[src/rtl/spi_target_pkg.sv]
// Shared types and constants for the SPI mode-0 target.
package spi_target_pkg;

    localparam int DATA_W_DEF = 8;

    // Bit-counter width; a 1-bit frame still needs a 1-bit counter.
    function automatic int cnt_width(input int w);
        return (w > 1) ? $clog2(w) : 1;
    endfunction

    localparam int CNT_W = cnt_width(DATA_W_DEF);

    typedef enum logic {
        IDLE   = 1'b0,
        ACTIVE = 1'b1
    } state_t;

endpackage

[src/rtl/spi_target_if.sv]
// CPU-side load/unload bus of the SPI target.
interface spi_target_if
    import spi_target_pkg::*;
#(
    parameter int DATA_W = DATA_W_DEF
);
    logic              load;
    logic              unload;
    logic [DATA_W-1:0] datain;
    logic [DATA_W-1:0] dataout;
    logic              rx_valid;
    logic              tx_empty;
    logic              overrun;
    logic              busy;

    modport master (
        output load, unload, datain,
        input  dataout, rx_valid, tx_empty, overrun, busy
    );

    modport slave (
        input  load, unload, datain,
        output dataout, rx_valid, tx_empty, overrun, busy
    );
endinterface

[src/rtl/spi_target_sync.sv]
// N-stage flop synchronizer with a selectable reset value.
module spi_target_sync #(
    parameter int   STAGES  = 2,
    parameter logic RST_VAL = 1'b0
) (
    input  logic clk,
    input  logic rst_n,
    input  logic d,
    output logic q
);
    logic [STAGES-1:0] sync_reg;

    always_ff @(posedge clk or negedge rst_n) begin
        if (!rst_n) begin
            sync_reg <= {STAGES{RST_VAL}};
        end else begin
            sync_reg <= {sync_reg[STAGES-2:0], d};
        end
    end

    assign q = sync_reg[STAGES-1];
endmodule

[src/rtl/spi_target.sv]
// SPI mode-0 target: oversampled sclk/mosi/ssn, single TX and RX byte buffers
// towards the CPU with load/unload strobes.
module spi_target
    import spi_target_pkg::*;
#(
    parameter int DATA_W      = DATA_W_DEF,
    parameter int SYNC_STAGES = 2
) (
    input  logic clk,
    input  logic rst_n,
    input  logic sclk_in,
    input  logic mosi_in,
    input  logic ssn_in,
    output logic miso_out,
    output logic miso_oe,
    spi_target_if.slave cpu
);
    localparam int CW = cnt_width(DATA_W);
    localparam logic [CW-1:0] LAST_BIT = CW'(DATA_W - 1);

    logic sclk_s, mosi_s, ssn_s;
    logic sclk_d_reg, ssn_d_reg;
    logic sclk_rise, sclk_fall, ssn_fall, ssn_rise;

    state_t            state_reg, state_next;
    logic [CW-1:0]     cnt_reg, cnt_next;
    logic [DATA_W-1:0] shift_reg, shift_next;
    logic              miso_reg, miso_next;
    logic [DATA_W-1:0] tx_buf_reg, tx_buf_next;
    logic              tx_empty_reg, tx_empty_next;
    logic [DATA_W-1:0] rx_buf_reg, rx_buf_next;
    logic              rx_valid_reg, rx_valid_next;
    logic              overrun_reg, overrun_next;
    logic              tx_take;
    logic [DATA_W-1:0] tx_word;
    logic [DATA_W-1:0] byte_in;

    spi_target_sync #(.STAGES(SYNC_STAGES), .RST_VAL(1'b0)) u_sync_sclk (
        .clk(clk), .rst_n(rst_n), .d(sclk_in), .q(sclk_s)
    );
    spi_target_sync #(.STAGES(SYNC_STAGES), .RST_VAL(1'b0)) u_sync_mosi (
        .clk(clk), .rst_n(rst_n), .d(mosi_in), .q(mosi_s)
    );
    spi_target_sync #(.STAGES(SYNC_STAGES), .RST_VAL(1'b1)) u_sync_ssn (
        .clk(clk), .rst_n(rst_n), .d(ssn_in), .q(ssn_s)
    );

    assign sclk_rise =  sclk_s & ~sclk_d_reg;
    assign sclk_fall = ~sclk_s &  sclk_d_reg;
    assign ssn_fall  = ~ssn_s  &  ssn_d_reg;
    assign ssn_rise  =  ssn_s  & ~ssn_d_reg;

    always_ff @(posedge clk or negedge rst_n) begin
        if (!rst_n) begin
            state_reg    <= IDLE;
            cnt_reg      <= '0;
            shift_reg    <= '0;
            miso_reg     <= 1'b0;
            tx_buf_reg   <= '0;
            tx_empty_reg <= 1'b1;
            rx_buf_reg   <= '0;
            rx_valid_reg <= 1'b0;
            overrun_reg  <= 1'b0;
            sclk_d_reg   <= 1'b0;
            ssn_d_reg    <= 1'b1;
        end else begin
            state_reg    <= state_next;
            cnt_reg      <= cnt_next;
            shift_reg    <= shift_next;
            miso_reg     <= miso_next;
            tx_buf_reg   <= tx_buf_next;
            tx_empty_reg <= tx_empty_next;
            rx_buf_reg   <= rx_buf_next;
            rx_valid_reg <= rx_valid_next;
            overrun_reg  <= overrun_next;
            sclk_d_reg   <= sclk_s;
            ssn_d_reg    <= ssn_s;
        end
    end

    always_comb begin
        state_next    = state_reg;
        cnt_next      = cnt_reg;
        shift_next    = shift_reg;
        miso_next     = miso_reg;
        tx_buf_next   = tx_buf_reg;
        tx_empty_next = tx_empty_reg;
        rx_buf_next   = rx_buf_reg;
        rx_valid_next = rx_valid_reg;
        overrun_next  = overrun_reg;
        tx_take       = 1'b0;
        tx_word       = tx_empty_reg ? '0 : tx_buf_reg;
        byte_in       = {shift_reg[DATA_W-2:0], mosi_s};

        if (cpu.unload) begin
            rx_valid_next = 1'b0;
            overrun_next  = 1'b0;
        end

        case (state_reg)
            IDLE: begin
                if (ssn_fall) begin
                    state_next = ACTIVE;
                    shift_next = tx_word;
                    miso_next  = tx_word[DATA_W-1];
                    tx_take    = 1'b1;
                end
            end
            ACTIVE: begin
                // Deselect wins over any sclk edge seen in the same cycle.
                if (ssn_rise) begin
                    state_next = IDLE;
                    cnt_next   = '0;
                    miso_next  = 1'b0;
                end else if (sclk_rise) begin
                    shift_next = byte_in;
                    if (cnt_reg == LAST_BIT) begin
                        cnt_next = '0;
                        if (!rx_valid_reg || cpu.unload) begin
                            rx_buf_next   = byte_in;
                            rx_valid_next = 1'b1;
                        end else begin
                            overrun_next = 1'b1;
                        end
                    end else begin
                        cnt_next = cnt_reg + CW'(1);
                    end
                end else if (sclk_fall) begin
                    // Byte boundary: next TX byte follows without a gap.
                    if (cnt_reg == '0) begin
                        shift_next = tx_word;
                        miso_next  = tx_word[DATA_W-1];
                        tx_take    = 1'b1;
                    end else begin
                        miso_next = shift_reg[DATA_W-1];
                    end
                end
            end
            default: state_next = IDLE;
        endcase

        // A same-cycle load leaves a new byte pending after the transfer.
        if (cpu.load) begin
            tx_buf_next   = cpu.datain;
            tx_empty_next = 1'b0;
        end else if (tx_take) begin
            tx_empty_next = 1'b1;
        end
    end

    assign miso_out     = miso_reg;
    assign miso_oe      = (state_reg == ACTIVE);
    assign cpu.busy     = (state_reg == ACTIVE);
    assign cpu.dataout  = rx_buf_reg;
    assign cpu.rx_valid = rx_valid_reg;
    assign cpu.tx_empty = tx_empty_reg;
    assign cpu.overrun  = overrun_reg;
endmodule
[src/flat_wrapper.sv]
// flat-port wrapper written by rule: the top's interface ports become plain ports
module spi_target_flat import spi_target_pkg::*;
#(
    parameter int DATA_W      = DATA_W_DEF,
    parameter int SYNC_STAGES = 2
)
  (clk, rst_n, sclk_in, mosi_in, ssn_in, miso_out, miso_oe, cpu_load, cpu_unload, cpu_datain, cpu_dataout, cpu_rx_valid, cpu_tx_empty, cpu_overrun, cpu_busy);
  spi_target_if #(.DATA_W(DATA_W)) cpu_i ();
  input  logic clk;
  input  logic rst_n;
  input  logic sclk_in;
  input  logic mosi_in;
  input  logic ssn_in;
  output logic miso_out;
  output logic miso_oe;
  input wire logic [$bits(cpu_i.load)-1:0] cpu_load;
  input wire logic [$bits(cpu_i.unload)-1:0] cpu_unload;
  input wire logic [$bits(cpu_i.datain)-1:0] cpu_datain;
  output wire logic [$bits(cpu_i.dataout)-1:0] cpu_dataout;
  output wire logic [$bits(cpu_i.rx_valid)-1:0] cpu_rx_valid;
  output wire logic [$bits(cpu_i.tx_empty)-1:0] cpu_tx_empty;
  output wire logic [$bits(cpu_i.overrun)-1:0] cpu_overrun;
  output wire logic [$bits(cpu_i.busy)-1:0] cpu_busy;
  assign cpu_i.load = cpu_load;
  assign cpu_i.unload = cpu_unload;
  assign cpu_i.datain = cpu_datain;
  assign cpu_dataout = cpu_i.dataout;
  assign cpu_rx_valid = cpu_i.rx_valid;
  assign cpu_tx_empty = cpu_i.tx_empty;
  assign cpu_overrun = cpu_i.overrun;
  assign cpu_busy = cpu_i.busy;
  spi_target #(.DATA_W(DATA_W), .SYNC_STAGES(SYNC_STAGES)) u_core (.clk(clk), .rst_n(rst_n), .sclk_in(sclk_in), .mosi_in(mosi_in), .ssn_in(ssn_in), .miso_out(miso_out), .miso_oe(miso_oe), .cpu(cpu_i));
endmodule
[config.mk]
export PLATFORM = sky130hd
export DESIGN_NAME = spi_target_flat
export DESIGN_NICKNAME = d
export VERILOG_FILES = /design/src/rtl/spi_target_pkg.sv /design/src/rtl/spi_target_if.sv /design/src/rtl/spi_target_sync.sv /design/src/rtl/spi_target.sv /design/src/flat_wrapper.sv
export SDC_FILE = /design/constraint.sdc
export NUM_CORES = 1
export LEC_CHECK = 0
export CAP_MARGIN = 20
export CORE_MARGIN = 3
export CORE_UTILIZATION = 66
export DETAILED_ROUTE_END_ITERATION = 7
export DONT_BUFFER_PORTS = 1
export GPL_ROUTABILITY_DRIVEN = 1
export PLACE_DENSITY_LB_ADDON = 0.08
export SLEW_MARGIN = 40
export SYNTH_ARGS = -nofsm -noshare
export SYNTH_HDL_FRONTEND = slang
export SYNTH_SLANG_ARGS = --single-unit
[constraint.sdc]
create_clock -name clk -period 3.95 [get_ports clk]
set_clock_uncertainty 0.1 [all_clocks]
set_input_delay 0.79 -clock clk [delete_from_list [all_inputs] [get_ports clk]]
set_output_delay 0.79 -clock clk [all_outputs]
set_load 0.05 [all_outputs]
==> results_dict.tcl <==
set metrics [dict create \
    fmax_ghz 0.460 \
    power.density_nw_per_um2 475 \
    final_nets 159 \
    cp.required_ns 4.07 \
    clock_sinks 40 \
    setup-tns-final_ns 0 \
    yosysSeqAreaShare_pct 56.4 \
    firstDrtPassIters 4 \
    numCtsBuffers 5 \
    syn_to_final_growth_pct 2.39 \
    viasPerCell 5.63 \
    drt-wirelength-per-cell_um 16.0 \
    final_common_cell "dfrtp_1" \
    placedCellCount 160 \
    final_antenna_net_count 0 \
    ys_types 25 \
    worst_pin_slew_ns 0.633 \
    grt_max_degree 41 \
    worstSetupPathType "register to register" \
    cts_setup_buffers 0 \
    outcome "finished clean" \
    synth_nets 158 \
    place_hpwl_um 1940 \
    fin_crit_sh_pct 55.1 \
    crit_path_max_fanout 17 \
    drcViolationCount 0 \
    yosysWarnings 0 \
    wl_um 2690 \
    netlist.top_cell.by_area "dfrtp_1" \
    synth_seq_cells 40 \
    synth.avg_cell_area_um2 13.0 \
    cts.path.max_buffers 2 \
    grt_overflow 0 \
    clk_pin_slew_ns 0.11 \
    clk_latency_ns 0.33 \
    postLayoutCoreUtil_pct 72.4 \
    endpoint_kind "register" \
    fin_cells 168 \
    antennaDiodeCount 0 \
    initial_core_util_pct 70.7 \
    start_kind "register" \
    place_congestion 0.775 \
    cp.arrival_ns 2.30 \
    io_pins 29 \
    post-route-min-period_ns 2.18 \
    num_vias 945 \
    track_usage_pct 18.7 \
    hold_class "input port to asynchronous set/reset pin" \
    postSynthCellCount 137 \
    first_global_vias 1006 \
    core_area_um2 2520 \
    synthesis.area_um2 1780 \
    drive_above_1_share_pct 23.9 \
    port-buffer-count 0 \
    synth_top_cell_area_share_pct 50.5 \
    htreeDepth 2 \
    drv_cap 0 \
    finalSetupViolations 0 \
    peakVddDrop_uv 352 \
    drt_iter0_drc 25 \
    fp.dieW_um 58.0 \
    final_cell_mix "35 x dfrtp_1, 11 x inv_1, 10 x mux2_2" \
    grt_pass1_wl_um 4680 \
    max_slew_margin_pct 57.8 \
    antenna_found_initial 0 \
    slew_viol_final 0 \
    fp.dieArea_um2 3360 \
    cts_tree "yes" \
    final-hold-violation-count 0 \
    rsz0062_at_grt "false" \
    power_leakage_nw 0.864 \
    yosys-top-cells-area "dfrtp_1 51%, mux2_4 6.7%, mux2_2 6.3%, dfstp_2 5.9%, ha_1 4.2%" \
    die_h_um 58.0 \
    rows 18 \
    cts_root_buf "clkbuf_4" \
]
==> what timing repair did <==
item,in CTS,in global routing
gates resized for setup,0,0
hold buffers,0,1
endpoints found under the setup margin,0,0
hold endpoints to repair,0,6
==> synth_stat cells <==
cell       n
clkbuf_1   3
a31oi_1    1
a21oi_1    8
ha_1       6
nand2_1    5
nor2b_1    3
a22o_1     3
dfrtp_1   36
nand4_1    1
and3_4     1
o21ai_0    5
o21bai_1   1
nand2b_1   5
inv_1     11
mux2_4     8
a22oi_4    1
mux2_2    10
mux2i_1    7
buf_6      3
and2_4     2
nor2_1     4
a22oi_1    1
buf_4      1
dfstp_2    4
nor3b_1    7
==> through the flow <==
| stage | power, W | area [um^2] | setup slack [ns] | hold WS (ns) |
|---|---|---|---|---|
| floorplan | 0.000662 | 1780 | 1.89 | 0.231 |
| global placement | 0.000680 | 1770 | 1.43 | 0.233 |
| detailed placement | 0.000689 | 1770 | 1.77 | 0.238 |
| CTS | 0.000873 | 1820 | 1.76 | 0.0176 |
| global route | 0.000920 | 1830 | 1.69 | 0.00429 |
| finish | 0.000867 | 1830 | 1.77 | 0.0355 |
==> critical path: stages, from the launching register on <==
cell,delay (ns)
dfrtp_2,0.80
and2_4,0.37
and2_4,0.20
and3_4,0.29
mux2_4,0.32
==> layout make-up <==
class / instances / area [um^2]
Clock buffer: 6 / 41.3
Tap cell: 30 / 37.5
Fill cell: 177 / 697
Inverter: 11 / 41.3
Clock inverter: 1 / 5.00
Timing Repair Buffer: 1 / 10.0
Sequential cell: 40 / 1010
Multi-Input combinational cell: 79 / 683
==> layer usage <==
| layer | routed length [um] | up-vias | GRT usage, % |
|---|---|---|---|
| met5 | 0 | - | 0 |
| met4 | 41 | 0 | 10.6 |
| met3 | 184 | 5 | 6.01 |
| met2 | 1180 | 28 | 25.8 |
| met1 | 1290 | 448 | 26.0 |
| li1 | - | 464 | - |
==> final timing paths <==
check / depth (start not counted) / endpoint / from / slack, ns
min in group clk: 0 / u_core.u_sync_sclk.sync_reg[1] / u_core.u_sync_sclk.sync_reg[0] / 0.26
setup reg to reg: 4 / u_core.cpu.dataout[5] / u_core.cpu.busy / 1.77
setup / recovery: 4 / u_core.cpu.dataout[5] / u_core.cpu.busy / 1.77
hold reg to reg: 0 / u_core.u_sync_sclk.sync_reg[1] / u_core.u_sync_sclk.sync_reg[0] / 0.26
hold / removal: 0 / u_core.shift_reg[0] / rst_n / 0.04
max in group asynchronous: 1 / u_core.sclk_d_reg / rst_n / 2.85
==> where the power goes <==
group	switching (W)	internal (W)	leakage, nW
combinational	0.0000603	0.0000698	0.342
clock	0.000119	0.0000656	0.0281
sequential	0.0000826	0.000470	0.494
==> kinds of logic after synthesis <==
logic type	count (synthesis)	synth area share, %
buf+inv	18	5.26
mux	25	17.0
fa+ha+maj	6	4.21
simple gates	28	9.61
flops	40	56.4
compound gates	20	7.51
No activity file was read; power rests on OpenSTA's default activity.
